<file path="src/rtl/packet_decode_pkg.sv">
// packet_decode_pkg: framing constants shared by the receive-side decoder and the future encoder
package packet_decode_pkg;
    localparam logic [2:0] HUNT = 3'd0;
    localparam logic [2:0] LEN  = 3'd1;
    localparam logic [2:0] DATA = 3'd2;
    localparam logic [2:0] CHK  = 3'd3;
    localparam logic [2:0] SEND = 3'd4;
    localparam logic [7:0] SYNC_DEF = 8'hA5;
    function automatic logic len_ok(input logic [7:0] l, input int depth);
        return l != 8'd0 && int'(l) <= depth;
    endfunction
endpackage

</file>
<file path="src/rtl/packet_buffer.sv">
// packet_buffer: simple dual-port payload store, sync write and registered read so it maps to EBR
module packet_buffer #(
    parameter int DEPTH = 16,
    parameter int AW = $clog2(DEPTH)
) (
    input  logic          clk,
    input  logic          we,
    input  logic [AW-1:0] wa,
    input  logic [7:0]    wd,
    input  logic [AW-1:0] ra,
    output logic [7:0]    rq
);
    logic [7:0] mem [DEPTH];
    always_ff @(posedge clk) begin
        if (we) mem[wa] <= wd;
        rq <= mem[ra];
    end
endmodule

</file>
<file path="src/rtl/packet_decode.sv">
// packet_decode: hunts SYNC, buffers a LEN-byte payload, verifies the checksum and forwards
// only verified payloads store-and-forward; discarded packets pulse bad
module packet_decode
    import packet_decode_pkg::*;
#(
    parameter int DEPTH = 16,
    parameter logic [7:0] SYNC = SYNC_DEF
) (
    input  logic       clk,
    input  logic       rst_n,
    input  logic       rx_stb,
    input  logic [7:0] rx_dat,
    input  logic       rx_err,
    output logic       rx_rdy,
    output logic       out_stb,
    output logic [7:0] out_dat,
    output logic       out_lst,
    input  logic       out_rdy,
    output logic       bad
);
    localparam int AW = $clog2(DEPTH);
    localparam int W = AW + 1;
    logic [2:0] state;
    logic [W-1:0] len, wr, rd;
    logic [7:0] sum, ram_q;
    logic [AW-1:0] ra;
    logic take, rd_last, wr_last;
    assign take = rx_stb & ~rx_err;
    assign rd_last = rd == len - W'(1);
    assign wr_last = wr == len - W'(1);
    assign rx_rdy = state != SEND;
    assign out_stb = state == SEND;
    assign out_lst = out_stb & rd_last;
    assign out_dat = out_stb ? ram_q : 8'd0;
    // Look one byte ahead on an accepted transfer so the registered read never leaves a bubble
    assign ra = !out_stb ? '0 : out_rdy ? AW'(rd + W'(1)) : rd[AW-1:0];
    packet_buffer #(.DEPTH(DEPTH)) u_buf (
        .clk(clk),
        .we(state == DATA && take),
        .wa(wr[AW-1:0]),
        .wd(rx_dat),
        .ra(ra),
        .rq(ram_q)
    );
    always_ff @(posedge clk or negedge rst_n) begin
        if (!rst_n) begin
            state <= HUNT;
            len <= '0;
            wr <= '0;
            rd <= '0;
            sum <= '0;
            bad <= 1'b0;
        end else begin
            bad <= 1'b0;
            case (state)
                HUNT: if (take && rx_dat == SYNC) state <= LEN;
                LEN:
                    if (rx_err || (rx_stb && !len_ok(rx_dat, DEPTH))) begin
                        bad <= 1'b1;
                        state <= HUNT;
                    end else if (rx_stb) begin
                        len <= W'(rx_dat);
                        sum <= rx_dat;
                        wr <= '0;
                        state <= DATA;
                    end
                DATA:
                    if (rx_err) begin
                        bad <= 1'b1;
                        state <= HUNT;
                    end else if (rx_stb) begin
                        sum <= sum + rx_dat;
                        wr <= wr + W'(1);
                        if (wr_last) state <= CHK;
                    end
                CHK:
                    if (rx_err || (rx_stb && sum + rx_dat != 8'd0)) begin
                        bad <= 1'b1;
                        state <= HUNT;
                    end else if (rx_stb) begin
                        rd <= '0;
                        state <= SEND;
                    end
                SEND:
                    if (out_rdy) begin
                        rd <= rd + W'(1);
                        if (rd_last) state <= HUNT;
                    end
                default: state <= HUNT;
            endcase
        end
    end
endmodule

</file>
<file path="config.mk">
export PLATFORM = sky130hd
export DESIGN_NAME = packet_decode
export DESIGN_NICKNAME = d
export VERILOG_FILES = /design/src/rtl/packet_decode_pkg.sv /design/src/rtl/packet_buffer.sv /design/src/rtl/packet_decode.sv
export SDC_FILE = /design/constraint.sdc
export NUM_CORES = 1
export LEC_CHECK = 0
export CAP_MARGIN = 20
export CORE_MARGIN = 2
export CORE_UTILIZATION = 66
export CTS_CLUSTER_DIAMETER = 150
export DETAILED_ROUTE_END_ITERATION = 7
export GPL_ROUTABILITY_DRIVEN = 0
export PLACE_DENSITY_LB_ADDON = 0.2
export SLEW_MARGIN = 10
export SYNTH_ARGS = -nofsm -noshare
export SYNTH_HDL_FRONTEND = slang
export SYNTH_SLANG_ARGS = --single-unit
export TNS_END_PERCENT = 100
</file>
<file path="constraint.sdc">
create_clock -name clk -period 6.9 [get_ports clk]
set_clock_uncertainty 0.2 [all_clocks]
set_input_delay 2.07 -clock clk [delete_from_list [all_inputs] [get_ports clk]]
set_output_delay 2.07 -clock clk [all_outputs]
set_load 0.03 [all_outputs]
</file>
==> impl_results.md <==
- Status: finished, final reports clean
- Vias in the first global route: roughly 4500
- Clock-pin slew on the worst setup and hold paths: 0.06 ns
- Initial antenna violation count: 0
- Fin crit period: between 4 and 5 ns
- Post-Route Setup TNS: 0 ns
- Post-Syn Area: between 7000 and 8000 sq um
- Wire per inst: 20.9 um
- Static Leakage: 3.68 nW
- PortBufs: 24
- Cts repair resizes: 0
- Sequential area share after synthesis: 62.4%
- RSZ-0062 raised after global routing: no
- Final Hold Vio Count: 0
- Sequential share of power: 46.8%
- Final setup fails: 0
- CTS buffer count: 17
- Layout Nets: 595
- Setup bufs post-CTS: 0
- FF-to-FF path depth: 9
- Final Cycle Share: between 70% and 80%
- Max Buffers Root-to-Sink: 2
- Width of the die: ~110 um
- FF-to-FF Start: state[1]$_DFFE_PN0P_
- First-pass GRT wire length: 24300 um
- IO Pins: 25
- Max-cap violations: 0
- Slew HR: 33.5%
- Pwr/cell area: 300 nW/um^2
- CP Launch Point: len[0]$_DFFE_PN0P_
- DR vias: 4446
- Vias/cell: 6.18
- Setup slack, reg-to-reg: 3.99 ns
- Net Count, Synth: 558
- CTS Sinks: about 160
- CTS tree: yes
- Synthesis-stage register bit count: 163
- Mapped Cells: 531
- Reg-to-Reg End: u_buf.rq[1]$_DFF_P_
- Clock Latency Late Sink: 0.42 ns
- DRT Pass-1 Iters: 6
- Initial core utilization: 68.5%
- Maximum clock rate: 0.202 GHz
- Total grt overflow: 0
- Share of the synthesized area in the top cell type: 51.3%
- Full die area: 12200 sq um
- Area delta synth->final: 13.5%
- Worst Max-Slew Pin Slew: between 0.9 and 1 ns
- YS warnings: 0
- Hold Buf Count CTS: 0
- Combinational power share: 18.6%
- Total wire length: 15000 um
- Worst EP arrival: approximately 2.7 ns
- Critical path class: flip-flop to primary output
- Critical Path End: out_lst
- Hold Crit Class: flip-flop to flip-flop
- P_int: between 0.0015 and 0.002 W
- EDFF count, synth: 128
- DRC Markers: 0
- Maximum fanout along the worst path: 5
- H-tree depth: 4
- Peak supply drop: approximately 0.0002 V
- ANT cells: 0
- Max Slew Vio Count: 0
- Largest net degree at the start of global routing: 65
- Psw: between 0.0006 and 0.0007 W
- Avg Cell Area, Syn: ~14 sq um
- Post-synthesis cell type count: 57
- Switching share of power: 27.3%
- Row cnt: 38
- Async S/R FF share, synth: roughly 17%
- Fillcell total: 654
- Routed Antenna Nets: 0
- Core ar.: around 11000 sq um
- Cell taking the most area after synthesis: edfxtp_1
- DRT iter0 DRCs: 265
- Setup WS post-layout: 1.95 ns
- CP Capture Type: primary output
- Main synth FF type: edfxtp_1
- Startpoint class of the critical path: flip-flop
- Vert. Die Dim: between 100 and 150 um
- CTS root buffer: clkbuf_16
- Dpl hpwl: 9340 um
- Synth area leaders: edfxtp_1 51%, mux2i_1 17%, dfrtp_1 9.0%, ha_1 2.2%, dfxtp_1 2.1%
- GRT Total Usage: 26.1%
- Power share of the clock group: approximately a third
- Pre-CTS setup slack: 1.58 ns
- CP Data Required Time: 4.63 ns
- Layout cells sized above 1: under 10%
## power groups by stage
stage | Combinational (W) | Sequential [W] | Clock [W]
floorplan | 0.000357 | 0.00119 | 0
global placement | 0.000442 | 0.00120 | 0
detailed placement | 0.000466 | 0.00121 | 0
CTS | 0.000470 | 0.00119 | 0.000889
global route | 0.000530 | 0.00120 | 0.000931
finish | 0.000473 | 0.00119 | 0.000882
## critical path, cell delays in order, from the launching register on
cell and delay, ns:
dfrtp_1 0.45, inv_1 0.10, ha_1 0.21, nor3b_2 0.27, xnor2_1 0.10, nor3_1 0.14
o21ai_0 0.18, nor2_1 0.13, clkdlybuf4s50_1 0.68
## cell usage in the layout (no fill, tap or decap), drive strengths merged, types with 7 or more instances in the layout
| cell type | n |
|---|---|
| a21oi | 7 |
| and2 | 13 |
| buf | 14 |
| clkbuf | 20 |
| clkdlybuf4s50 | 24 |
| dfrtp | 27 |
| dfxtp | 8 |
| edfxtp | 128 |
| ha | 13 |
| inv | 12 |
| mux2i | 127 |
| nand2 | 34 |
| nor2 | 20 |
| nor3 | 11 |
| o21ai | 21 |
| xnor2 | 16 |
| xor2 | 9 |
## cell usage after synthesis (7+ instances only)
cell type	count
ha_1	13
a21oi_1	7
nor3_1	11
dfxtp_1	8
inv_1	11
mux2i_1	127
buf_2	13
and2_1	13
nand2_1	33
o21ai_1	15
xnor2_1	16
nor2_1	18
edfxtp_1	128
xor2_1	9
dfrtp_1	27
## metal layers
metal | GRT usage (%) | part of all wire [%]
met1 | 34.5 | 43
met2 | 43.2 | 51
met3 | 4.06 | 4.0
met4 | 11.5 | 2.2
met5 | 0 | 0
## flip-flops by register name, summed over array words and instances (netlist names)
signal / flops
bad: 1
u_buf.rq: 8
rd: 5
len: 5
sum: 8
wr: 5
u_buf.mem: 128
state: 3
## final cells by class
type / instances / area [sq um] / share of cell area [%]
Clock buffer: 20 / 437 / 5.14
Clock inverter: 11 / 114 / 1.34
Inverter: 12 / 45.0 / 0.530
Multi-Input combinational cell: 336 / 2680 / 31.5
Sequential cell: 163 / 4680 / 55.0
Tap cell: 140 / 175 / 2.06
Timing Repair Buffer: 38 / 370 / 4.36
## stage by stage
| stage | total power, W | hold WS (ns) | area (sq um) | utilization, % | std cells |
|---|---|---|---|---|---|
| 4_1_cts | 0.00255 | 0.299 | 8440 | 77.1 | 715 |
| 5_1_grt | 0.00266 | 0.324 | 8500 | 77.8 | 720 |
| 6_report | 0.00255 | 0.295 | 8500 | 77.8 | 720 |
| 3_3_place_gp | 0.00165 | 0.275 | 7890 | 72.1 | 684 |
| 3_5_place_dp | 0.00167 | 0.285 | 7890 | 72.1 | 684 |
| 2_1_floorplan | 0.00155 | 0.260 | 7490 | - | 531 |
## kinds of logic after synthesis
group / count (synthesis) / synth area share (%)
flip-flops: 163 / 62.4
adder cells (fa/ha/maj): 14 / 2.44
multiplexers: 133 / 17.9
buffers and inverters: 32 / 1.92
AND/OR/NAND/NOR: 115 / 8.23
AO/OA/AOI/OAI: 49 / 4.17
XOR/XNOR: 25 / 2.92
## worst min-delay path by stage
stage	start	to	slack (ns)	cells past startpoint
after floorplan	sum[0]$_DFFE_PN0P_	sum[0]$_DFFE_PN0P_	0.26	2
after global placement	sum[2]$_DFFE_PN0P_	sum[2]$_DFFE_PN0P_	0.28	2
after detailed placement	sum[4]$_DFFE_PN0P_	sum[4]$_DFFE_PN0P_	0.29	2
after CTS	sum[4]$_DFFE_PN0P_	sum[4]$_DFFE_PN0P_	0.30	2
after global routing	sum[3]$_DFFE_PN0P_	sum[3]$_DFFE_PN0P_	0.32	2
final	sum[4]$_DFFE_PN0P_	sum[4]$_DFFE_PN0P_	0.30	2
Power figures use the tool's default switching activity.
